[src/rtl/ir_seg_reg.sv]
// Segmented instruction register: indexed or streamed segment loads,
// clear/inc/dec, and an assembled-instruction flag for the decoder.
//
// Ports:
//   clk, rst_n  : clock, async active-low reset
//   e, funsel   : op enable; 00 clr, 01 idx load, 10 dec, 11 inc
//   seg_sel     : segment index for indexed load
//   i_seg       : segment data (both load modes)
//   seq_valid   : stream beat offered
//   seq_ready   : stream beat accepted this cycle if valid
//   ir_out      : register contents
//   ir_full     : all segments written since last clear/reset
//   seg_ptr     : next segment the stream writes
module ir_seg_reg #(
  parameter  int IR_WIDTH  = 16,
  parameter  int BUS_WIDTH = 8,
  localparam int NSEG      = IR_WIDTH / BUS_WIDTH,
  localparam int SEG_W     = $clog2(NSEG)
) (
  input  logic                 clk,
  input  logic                 rst_n,
  input  logic                 e,
  input  logic [1:0]           funsel,
  input  logic [SEG_W-1:0]     seg_sel,
  input  logic [BUS_WIDTH-1:0] i_seg,
  input  logic                 seq_valid,
  output logic                 seq_ready,
  output logic [IR_WIDTH-1:0]  ir_out,
  output logic                 ir_full,
  output logic [SEG_W-1:0]     seg_ptr
);

  typedef enum logic [1:0] {
    IDLE,
    ASSEMBLE,
    FULL
  } state_t;

  localparam logic [SEG_W-1:0] LAST = SEG_W'(NSEG - 1);

  state_t              state_q, state_d;
  logic [IR_WIDTH-1:0] ir_q, ir_d;
  logic [NSEG-1:0]     mask_q, mask_d;
  logic [SEG_W-1:0]    ptr_q, ptr_d;
  logic                beat;

  assign seq_ready = !e && (state_q != FULL);
  assign beat      = seq_valid && seq_ready;
  assign ir_out    = ir_q;
  assign ir_full   = &mask_q;
  assign seg_ptr   = ptr_q;

  always_ff @(posedge clk or negedge rst_n) begin
    if (!rst_n) begin
      state_q <= IDLE;
      ir_q    <= '0;
      mask_q  <= '0;
      ptr_q   <= '0;
    end else begin
      state_q <= state_d;
      ir_q    <= ir_d;
      mask_q  <= mask_d;
      ptr_q   <= ptr_d;
    end
  end

  always_comb begin
    state_d = state_q;
    ir_d    = ir_q;
    mask_d  = mask_q;
    ptr_d   = ptr_q;
    if (e) begin
      unique case (1'b1)
        (funsel == 2'b00): begin
          ir_d    = '0;
          mask_d  = '0;
          ptr_d   = '0;
          state_d = IDLE;
        end
        (funsel == 2'b01): begin
          // out-of-range index matches no segment
          for (int s = 0; s < NSEG; s++) begin
            if (seg_sel == SEG_W'(s)) begin
              ir_d[s*BUS_WIDTH +: BUS_WIDTH] = i_seg;
              mask_d[s] = 1'b1;
            end
          end
        end
        (funsel == 2'b10): ir_d = ir_q - IR_WIDTH'(1);
        (funsel == 2'b11): ir_d = ir_q + IR_WIDTH'(1);
        default: ;
      endcase
    end else if (beat) begin
      for (int s = 0; s < NSEG; s++) begin
        if (ptr_q == SEG_W'(s)) begin
          ir_d[s*BUS_WIDTH +: BUS_WIDTH] = i_seg;
          mask_d[s] = 1'b1;
        end
      end
      if (ptr_q == LAST) begin
        ptr_d   = '0;
        state_d = FULL;
      end else begin
        ptr_d   = ptr_q + SEG_W'(1);
        state_d = ASSEMBLE;
      end
    end
  end

endmodule

[config.mk]
export PLATFORM = sky130hd
export DESIGN_NAME = ir_seg_reg
export DESIGN_NICKNAME = d
export VERILOG_FILES = /design/src/rtl/ir_seg_reg.sv
export SDC_FILE = /design/constraint.sdc
export NUM_CORES = 1
export LEC_CHECK = 0
export BUFFER_PORTS_ARGS = -buffer_cell sky130_fd_sc_hd__buf_4
export CAP_MARGIN = 10
export CORE_ASPECT_RATIO = 0.75
export CORE_MARGIN = 1
export CORE_UTILIZATION = 50
export DETAILED_ROUTE_END_ITERATION = 10
export GPL_ROUTABILITY_DRIVEN = 0
export HOLD_SLACK_MARGIN = 0.08
export PLACE_DENSITY = 0.75
export RECOVER_POWER = 100
export SETUP_SLACK_MARGIN = 0.05
export SYNTH_ARGS = -nofsm -noshare
export SYNTH_HDL_FRONTEND = slang
export SYNTH_SLANG_ARGS = --single-unit
[constraint.sdc]
create_clock -name clk -period 5.8 [get_ports clk]
set_input_delay 0.58 -clock clk [delete_from_list [all_inputs] [get_ports clk]]
set_output_delay 0.58 -clock clk [all_outputs]
set_load 0.01 [all_outputs]
==> results of run 1 <==
==> logic make-up after synthesis <==
kind of cell / after synthesis
compound gates: 93
simple gates: 74
fa+ha+maj: 22
buf+inv: 21
flops: 20
xor+xnor: 11
mux: 1
==> state kept, by name (all words and copies together), names as in the netlist <==
signal,count
ir_out,16
mask_q,2
seg_ptr,1
state_q,1
==> worst max-delay path: stages <==
cell      delay [ns]
clkbuf_1        0.10
ha_1            0.25
inv_1           0.55
ha_1            0.41
o211ai_1        0.24
o211ai_1        0.21
a211o_1         0.37
a21o_1          0.18
a211o_1         0.28
a31oi_1         0.16
==> worst max path at each step <==
stage                         start                      to  slack (ns)  depth (start not counted)
after CTS                 funsel[0]  ir_out[15]$_DFFE_PN0P_        2.71                         10
final                     funsel[0]  ir_out[15]$_DFFE_PN0P_        2.64                         10
after detailed placement  funsel[0]  ir_out[15]$_DFFE_PN0P_        2.46                         10
after global routing      funsel[0]  ir_out[15]$_DFFE_PN0P_        2.48                         10
after global placement    funsel[0]  ir_out[10]$_DFFE_PN0P_        2.55                         10
after floorplan           funsel[0]  ir_out[15]$_DFFE_PN0P_        2.96                          9
==> routing by layer <==
metal  GRT usage  wire length, um  vias up  part of all wire
li1            -                -      942                 -
met1       0.391             2450      856              0.49
met2       0.392             2200       61              0.44
met3      0.0675              334        8             0.066
met4      0.0588               56        0             0.011
met5           0                0        -                 0
==> metrics by stage <==
step,utilization,setup WS (ns)
after floorplan,-,2.96
after global routing,0.595,2.48
final,0.595,2.64
after CTS,0.619,2.71
after global placement,0.600,2.55
after detailed placement,0.600,2.46
==> power breakdown <==
part	internal [mW]	switching [mW]	total (mW)
combinational	0.209	0.278	0.488
sequential	0.176	0.0374	0.213
clock	0.0923	0.0500	0.142
total	0.477	0.366	0.843
==> synthesized netlist by cell type (all sizes together) (2+ instances only) <==
master | instances | area (sq um)
a211o | 2 | 17.5
a21boi | 3 | 22.5
a21o | 7 | 53.8
a21oi | 27 | 135
a32o | 2 | 20.0
and2 | 6 | 37.5
and3 | 2 | 12.5
clkbuf | 6 | 22.5
dfrtp | 20 | 500
ha | 21 | 263
inv | 15 | 56.3
nand2 | 38 | 143
nand2b | 2 | 12.5
nand3 | 5 | 25.0
nor2 | 9 | 33.8
nor2b | 7 | 43.8
nor3 | 3 | 15.0
o211ai | 5 | 42.5
o21a | 2 | 15.0
o21ai | 25 | 125
o221ai | 6 | 52.6
o22ai | 2 | 12.5
o31ai | 2 | 15.0
or3 | 2 | 12.5
xnor2 | 7 | 61.3
xor2 | 4 | 35.0
==> layout make-up <==
type,instances,area share
Inverter,15,0.0258
Tap cell,52,0.0299
Clock inverter,1,0.0138
Clock buffer,3,0.0189
Sequential cell,20,0.230
Multi-Input combinational cell,201,0.606
Timing Repair Buffer,33,0.0758
==> flow_metrics.env, run 1 <==
export IMPL_ys_seq_area_frac=0.263
export IMPL_seq_area_sq_um=500
export IMPL_max_cap_violations=0
export IMPL_total_power_uw=843
export IMPL_endpoint_kind="register"
export IMPL_drive_gt1_frac=0.0659
export IMPL_netlist_instances=242
export IMPL_maxSlewHeadroom=0.226
export IMPL_finalNonFillerCells=325
export IMPL_drt_initial_drc_count=188
export IMPL_cts_setup_buffers=0
export IMPL_wirelength_um=5040
export IMPL_r2r_start="ir_out[0]$_DFFE_PN0P_"
export IMPL_ir_drop_v=0.000224
export IMPL_finalMaxSlewViolations=0
export IMPL_fin_crit_ns=3.16
export IMPL_port_buffers=33
export IMPL_critPathRequiredTime_ns=5.99
export IMPL_grt_usage=0.267
export IMPL_clk_latency_ns=0.27
export IMPL_grt_ovfl_total=0
export IMPL_start_util=0.521
export IMPL_synth_area_per_cell_sq_um=7.87
export IMPL_cts_resized=0
export IMPL_clockBufferDepth=2
export IMPL_synthFlopType="dfrtp_1"
export IMPL_cts_buffers=3
export IMPL_yosys_cell_types_count=42
export IMPL_dpl_cell_area_sq_um=2200
export IMPL_path_class="input pin to register"
export IMPL_vias=1867
export IMPL_grt_setup_unrepaired="false"
export IMPL_powerDensity_nw_per_um2=387
export IMPL_critPathMaxFanout=19
export IMPL_finalHoldViolCount=0
export IMPL_multi_input_area_sq_um=1320
export IMPL_place_inst=321
export IMPL_firstDrtPassIters=4
export IMPL_drc=0
export IMPL_min_to="mask_q[1]$_DFFE_PN0P_"
export IMPL_final_cell_area_sq_um=2180
export IMPL_finalSetupViolCount=0
export IMPL_die_h_um=55.5
export IMPL_h_tree_depth=1
export IMPL_final_common_cell="nand2_1"
export IMPL_grt_max_degree=22
export IMPL_synthArstFlopShare=1.00
export IMPL_dieArea_sq_um=4060
export IMPL_synthesis_nets=279
export IMPL_root_buffer="clkbuf_8"
export IMPL_synth_warnings=0
export IMPL_status="completed"
export IMPL_hold_worst_slack_ns=0.509
export IMPL_cts_sinks=20
export IMPL_coreArea_sq_um=3660
export IMPL_dp_hpwl_um=3890
export IMPL_synth_edf_count=0
export IMPL_grt_first_pass_wirelength_um=8250
export IMPL_worstMarginPinSlew_ns=1.16
export IMPL_synth_top_family_by_area="compound AO/OA/AOI/OAI gates"
export IMPL_synth_xor_area_frac=0.0506
export IMPL_path_clk_slew_ns=0.07
export IMPL_die_w_um=73.3
export IMPL_p_leak_nw=0.967
export IMPL_grt_antenna_before_repair=0
export IMPL_ios=34
export IMPL_ant_nets=0
export IMPL_start_kind="input pin"
export IMPL_min_from="mask_q[1]$_DFFE_PN0P_"
export IMPL_hp_class="register to register"
export IMPL_core_rowCount=19
export IMPL_post_route_period_util=0.544
export IMPL_synth_area_sq_um=1910
export IMPL_synth_compound_area_share=0.316
export IMPL_fin_nets=311
export IMPL_r2r_end="ir_out[10]$_DFFE_PN0P_"
export IMPL_synth_ff_latch_count=20
export IMPL_synth_adder_area_share=0.148
export IMPL_grt_pass1_vias=1684
export IMPL_fmax_mhz=317
export IMPL_syn2layout_area_growth_pct=14.4
export IMPL_synth_area_mux_share=0.00525
export IMPL_cts_hold_buf=0
export IMPL_wl_per_cell_um=15.5
export IMPL_min_path_cells=1
export IMPL_routed_via_density=5.74
export IMPL_cp_data_arrival_time_ns=3.34
export IMPL_setup_tns_ns=0
export IMPL_cts_tree="done"
export IMPL_insertedDiodeCount=0
export IMPL_nFillCells=382
export IMPL_finClkSkew_ns=0.00466
export IMPL_rrSetupSlack_ns=3.50
export IMPL_reg2reg_depth=7
export IMPL_synth_simple_area_share=0.176
export IMPL_final_cell_mix="nand2_1 (38), a21oi_1 (27), o21ai_0 (24), clkbuf_1 (22), ha_1 (21)"
Note: power is estimated with default switching activity, not from simulation.
==> run 2: changes to the inputs <==
- PLACE_DENSITY: 0.75 -> 0.77
- clock period: 5.8 -> 2.8 ns (I/O delays scaled with it)
==> run 2 against run 1 <==
  * Register-to-register slack worse by 3.0 ns
  * Highest routed layer unchanged
  * Critical endpoint is now ir_out[12]$_DFFE_PN0P_
  * Die area unchanged
  * Wire length down 2.4%
  * Worst hold slack worse by 0.18 ns
  * Clock skew up 0.0061 ns
  * Sequential cell count unchanged
  * Count of clock-buffer cells in the layout unchanged
  * Combinational power up 110%
  * Clock power up 110%
==> flow_metrics.env, run 2 (same netlist as run 1, synthesis figures left out) <==
export IMPL_final_common_cell="nand2_1"
export IMPL_wirelength_um=4920
export IMPL_cts_buffers=3
export IMPL_root_buffer="clkbuf_8"
export IMPL_dieArea_sq_um=4060
export IMPL_die_w_um=73.3
export IMPL_total_power_mw=1.77
export IMPL_critPathMaxFanout=19
export IMPL_worstMarginPinSlew_ns=1.20
export IMPL_post_route_period_util=0.874
export IMPL_dp_hpwl_um=3860
export IMPL_drc=0
export IMPL_p_leak_nw=1.00
export IMPL_status="completed"
export IMPL_finalSetupViolCount=0
export IMPL_routed_via_density=5.79
export IMPL_grt_first_pass_wirelength_um=8420
export IMPL_final_cell_mix="nand2_1 (38), a21oi_1 (27), o21ai_0 (24), ha_1 (21)"
export IMPL_setup_ws_ns=0.353
export IMPL_r2r_start="ir_out[0]$_DFFE_PN0P_"
export IMPL_clockBufferDepth=2
export IMPL_pre_cts_ws_ns=0.170
export IMPL_clk_latency_ns=0.27
export IMPL_grt_setup_unrepaired="false"
export IMPL_fin_crit_ns=2.45
export IMPL_critPathRequiredTime_ns=2.94
export IMPL_finalMaxSlewViolations=0
export IMPL_hp_class="input pin to register"
export IMPL_final_cell_area_sq_um=2240
export IMPL_port_buffers=33
export IMPL_vias=1912
export IMPL_startpoint="funsel[0]"
export IMPL_ir_drop_v=0.000448
export IMPL_wl_per_cell_um=14.9
export IMPL_setup_tns_ns=0
export IMPL_max_cap_violations=0
export IMPL_powerDensity_nw_per_um2=790
export IMPL_grt_usage=0.266
export IMPL_finalHoldViolCount=0
export IMPL_maxSlewHeadroom=0.200
export IMPL_core_rowCount=19
export IMPL_drive_gt1_frac=0.0863
export IMPL_grt_antenna_before_repair=0
export IMPL_start_util=0.521
export IMPL_start_kind="input pin"
export IMPL_ios=34
export IMPL_grt_ovfl_total=0
export IMPL_ant_nets=0
export IMPL_syn2layout_area_growth_pct=17.5
export IMPL_endpoint_kind="register"
export IMPL_max_stage_delay_ns=0.44
export IMPL_cp_slowest_cell="o41a_1"
export IMPL_dpl_cell_area_sq_um=2240
export IMPL_h_tree_depth=1
export IMPL_die_h_um=55.5
export IMPL_cp_data_arrival_time_ns=2.59
export IMPL_largest_reg_flops=16
export IMPL_coreArea_sq_um=3660
export IMPL_fin_nets=316
export IMPL_grt_pass1_vias=1770
export IMPL_postLayoutCoreUtil=0.612
export IMPL_path_clk_slew_ns=0.09
export IMPL_cts_sinks=20
export IMPL_cp_top_family="compound AO/OA/AOI/OAI gates"
export IMPL_path_cells="clkbuf_1 -> ha_1 -> inv_1 -> buf_12 -> ha_1 -> a21oi_1 -> a21oi_1 -> o41a_1 -> a21boi_0 -> xor2_1 -> o221ai_1"
export IMPL_cts_tree="done"
export IMPL_firstDrtPassIters=4
export IMPL_critPathBufInv=3
export IMPL_insertedDiodeCount=0
export IMPL_grt_max_degree=22
export IMPL_fmax_mhz=409
export IMPL_drt_initial_drc_count=154
export IMPL_path_class="input pin to register"
export IMPL_min_from="e"
export IMPL_finClkSkew_ns=0.0108
-- run 2: routing by layer --
metal / wire length [um] / up-vias / part of all wire / track usage
met5: 0 / - / 0 / 0
met1: 2460 / 879 / 0.50 / 0.408
li1: - / 954 / - / -
met3: 323 / 14 / 0.066 / 0.0420
met2: 2060 / 65 / 0.42 / 0.397
met4: 81 / 0 / 0.016 / 0.0392
-- run 2: cell type report --
class	count	area, sq um
Clock buffer	3	41.3
Fill cell	360	1420
Sequential cell	20	500
Inverter	15	56.3
Tap cell	52	65.1
Timing Repair Buffer	38	225
Multi-Input combinational cell	201	1320
Clock inverter	1	30.0
-- run 2: final timing paths --
path	to	slack, ns	depth (start not counted)
setup / recovery	ir_out[12]$_DFFE_PN0P_	0.35	11
hold / removal	state_q[1]$_DFFE_PN0P_	0.32	2
setup reg to reg	ir_out[12]$_DFFE_PN0P_	0.51	7
hold reg to reg	mask_q[1]$_DFFE_PN0P_	0.52	1
max in group asynchronous	ir_out[10]$_DFFE_PN0P_	1.31	2
min in group asynchronous	ir_out[12]$_DFFE_PN0P_	0.77	2
-- run 2: metrics by stage --
stage                     hold WS [ns]  cells
final                            0.324    330
after global routing             0.340    330
after CTS                        0.325    330
after detailed placement         0.185    325
after global placement           0.187    325
after floorplan                -0.0156    242
-- run 2: report_power, final --
part	leakage [nW]	switching, mW	internal (mW)
clock	0.0357	0.111	0.191
combinational	0.721	0.579	0.448
sequential	0.245	0.0753	0.364
-- run 2: what timing repair did --
action / CTS / global route
buffers inserted: 0 / 0
hold buffers: 1 / 0
endpoints found under the hold margin: 20 / 0
resized for setup: 0 / 0
==> run 3: changes to the inputs <==
- PLACE_DENSITY: 0.77 -> 0.75
- clock period: 2.8 -> 3.1 ns (I/O delays scaled with it)
==> run 3 against run 2 <==
  * Register-to-register slack gained 0.30 ns
  * Combinational power is 11% lower
  * Sequential cell count unchanged
  * Final cell count decreased by 0.30%
  * Count of clock-buffer cells in the layout increased by 1
  * Clock skew shrank 0.0077 ns
  * Non-clock buffer count down 1
  * Sequential power shrank 9.8%
  * Power is 14% lower
  * Design area fell by 1.8%
  * Global-route usage shrank 0.63 points
  * Largest cell class unchanged
==> flow_metrics.env, run 3 (same netlist as run 1, synthesis figures left out) <==
export IMPL_grt_antenna_before_repair=0
export IMPL_grt_setup_unrepaired="false"
export IMPL_status="completed"
export IMPL_vias=1892
export IMPL_fmax_mhz=363
export IMPL_finClkSkew_ns=0.00308
export IMPL_cts_setup_buffers=0
export IMPL_h_tree_depth=1
export IMPL_dp_hpwl_um=3820
export IMPL_grt_pass1_vias=1662
export IMPL_final_common_cell="nand2_1"
export IMPL_post_route_period_util=0.888
export IMPL_setup_tns_ns=0
export IMPL_grt_first_pass_wirelength_um=8150
export IMPL_setup_ws_ns=0.348
export IMPL_die_w_um=73.3
export IMPL_finalHoldViolCount=0
export IMPL_cts_buffers=3
export IMPL_core_rowCount=19
export IMPL_syn2layout_area_growth_pct=15.4
export IMPL_drt_initial_drc_count=129
export IMPL_postLayoutCoreUtil=0.601
export IMPL_p_leak_nw=0.981
export IMPL_endpoint_kind="register"
export IMPL_final_cell_area_sq_um=2200
export IMPL_place_inst=324
export IMPL_pre_cts_ws_ns=0.0810
export IMPL_ir_drop_v=0.000501
export IMPL_start_kind="input pin"
export IMPL_fin_crit_ns=2.75
export IMPL_min_from="e"
export IMPL_critPathRequiredTime_ns=3.29
export IMPL_cts_sinks=20
export IMPL_powerDensity_nw_per_um2=695
export IMPL_dieArea_sq_um=4060
export IMPL_drive_gt1_frac=0.0794
export IMPL_start_util=0.521
export IMPL_grt_usage=0.260
export IMPL_max_cap_violations=0
export IMPL_r2r_start="ir_out[0]$_DFFE_PN0P_"
export IMPL_largest_reg_flops=16
export IMPL_dpl_cell_area_sq_um=2220
export IMPL_root_buffer="clkbuf_8"
export IMPL_wirelength_um=4960
export IMPL_worstMarginPinSlew_ns=1.23
export IMPL_hp_class="input pin to register"
export IMPL_wl_per_cell_um=15.1
export IMPL_finalNonFillerCells=329
export IMPL_startpoint="funsel[0]"
export IMPL_firstDrtPassIters=4
export IMPL_finalMaxSlewViolations=0
export IMPL_fin_nets=315
export IMPL_maxSlewHeadroom=0.181
export IMPL_ios=34
export IMPL_insertedDiodeCount=0
export IMPL_path_class="input pin to register"
export IMPL_critPathMaxFanout=19
export IMPL_grt_ovfl_total=0
export IMPL_drc=0
export IMPL_die_h_um=55.5
export IMPL_grt_max_degree=22
export IMPL_ant_nets=0
export IMPL_routed_via_density=5.75
export IMPL_clk_latency_ns=0.27
export IMPL_coreArea_sq_um=3660
export IMPL_cp_data_arrival_time_ns=2.95
export IMPL_cts_tree="done"
export IMPL_port_buffers=33
export IMPL_clockBufferDepth=2
export IMPL_final_cell_mix="nand2_1 (38), a21oi_1 (27), o21ai_0 (24), ha_1 (21), clkbuf_1 (21)"
export IMPL_path_clk_slew_ns=0.08
export IMPL_finalSetupViolCount=0
-- run 3: cell types whose count changed in the layout (fill, tap and decap cells not counted), sizes merged --
cell	change
clkbuf	+2
bufinv	-1
buf	-2
-- run 3: layer usage --
metal | routed length, um | share of wire | track usage
met5 | 0 | 0 | 0
met4 | 103 | 0.021 | 0.0728
met3 | 301 | 0.061 | 0.0493
met2 | 2080 | 0.42 | 0.368
met1 | 2480 | 0.50 | 0.397
-- run 3: per-stage QoR --
| step | hold WS, ns | total power [mW] |
|---|---|---|
| 6_report | 0.368 | 1.53 |
| 2_1_floorplan | 0.0144 | 1.08 |
| 3_3_place_gp | 0.218 | 1.35 |
| 3_5_place_dp | 0.217 | 1.36 |
| 4_1_cts | 0.362 | 1.58 |
| 5_1_grt | 0.373 | 1.66 |
-- run 3: final cells by class --
cell class | count | area [sq um]
fill | 391 | 1460
multi-input combinational | 201 | 1320
sequential | 20 | 500
timing repair buffer | 37 | 201
tap | 52 | 65.1
inverter | 15 | 56.3
clock buffer | 4 | 55.1
-- run 3: path summary, 6_finish.rpt --
| path | end | slack [ns] | depth (start not counted) |
|---|---|---|---|
| max in group asynchronous | ir_out[12]$_DFFE_PN0P_ | 1.56 | 2 |
| min reg2reg | mask_q[1]$_DFFE_PN0P_ | 0.51 | 1 |
| min in group asynchronous | seg_ptr$_DFFE_PN0P_ | 0.82 | 2 |
| min | state_q[1]$_DFFE_PN0P_ | 0.37 | 2 |
| max reg2reg | ir_out[10]$_DFFE_PN0P_ | 0.81 | 7 |
| max | ir_out[15]$_DFFE_PN0P_ | 0.35 | 10 |
-- run 3: critical path: stages --
cell	delay, ns
clkbuf_1	0.10
ha_1	0.25
inv_1	0.49
ha_1	0.40
o211ai_1	0.22
o211ai_1	0.19
a211o_1	0.36
a21o_1	0.18
a211o_1	0.28
a31oi_1	0.15
-- run 3: repair_timing --
item                                   in CTS  in global routing
gates resized for setup                     0                  0
hold buffers                                1                  0
endpoints found under the hold margin      20                  0
-- run 3: power breakdown --
group	switching [mW]	internal, mW	leakage, nW	total [mW]
Combinational	0.519	0.401	0.707	0.920
Clock	0.0983	0.113	0.0288	0.212
Sequential	0.0674	0.329	0.245	0.396
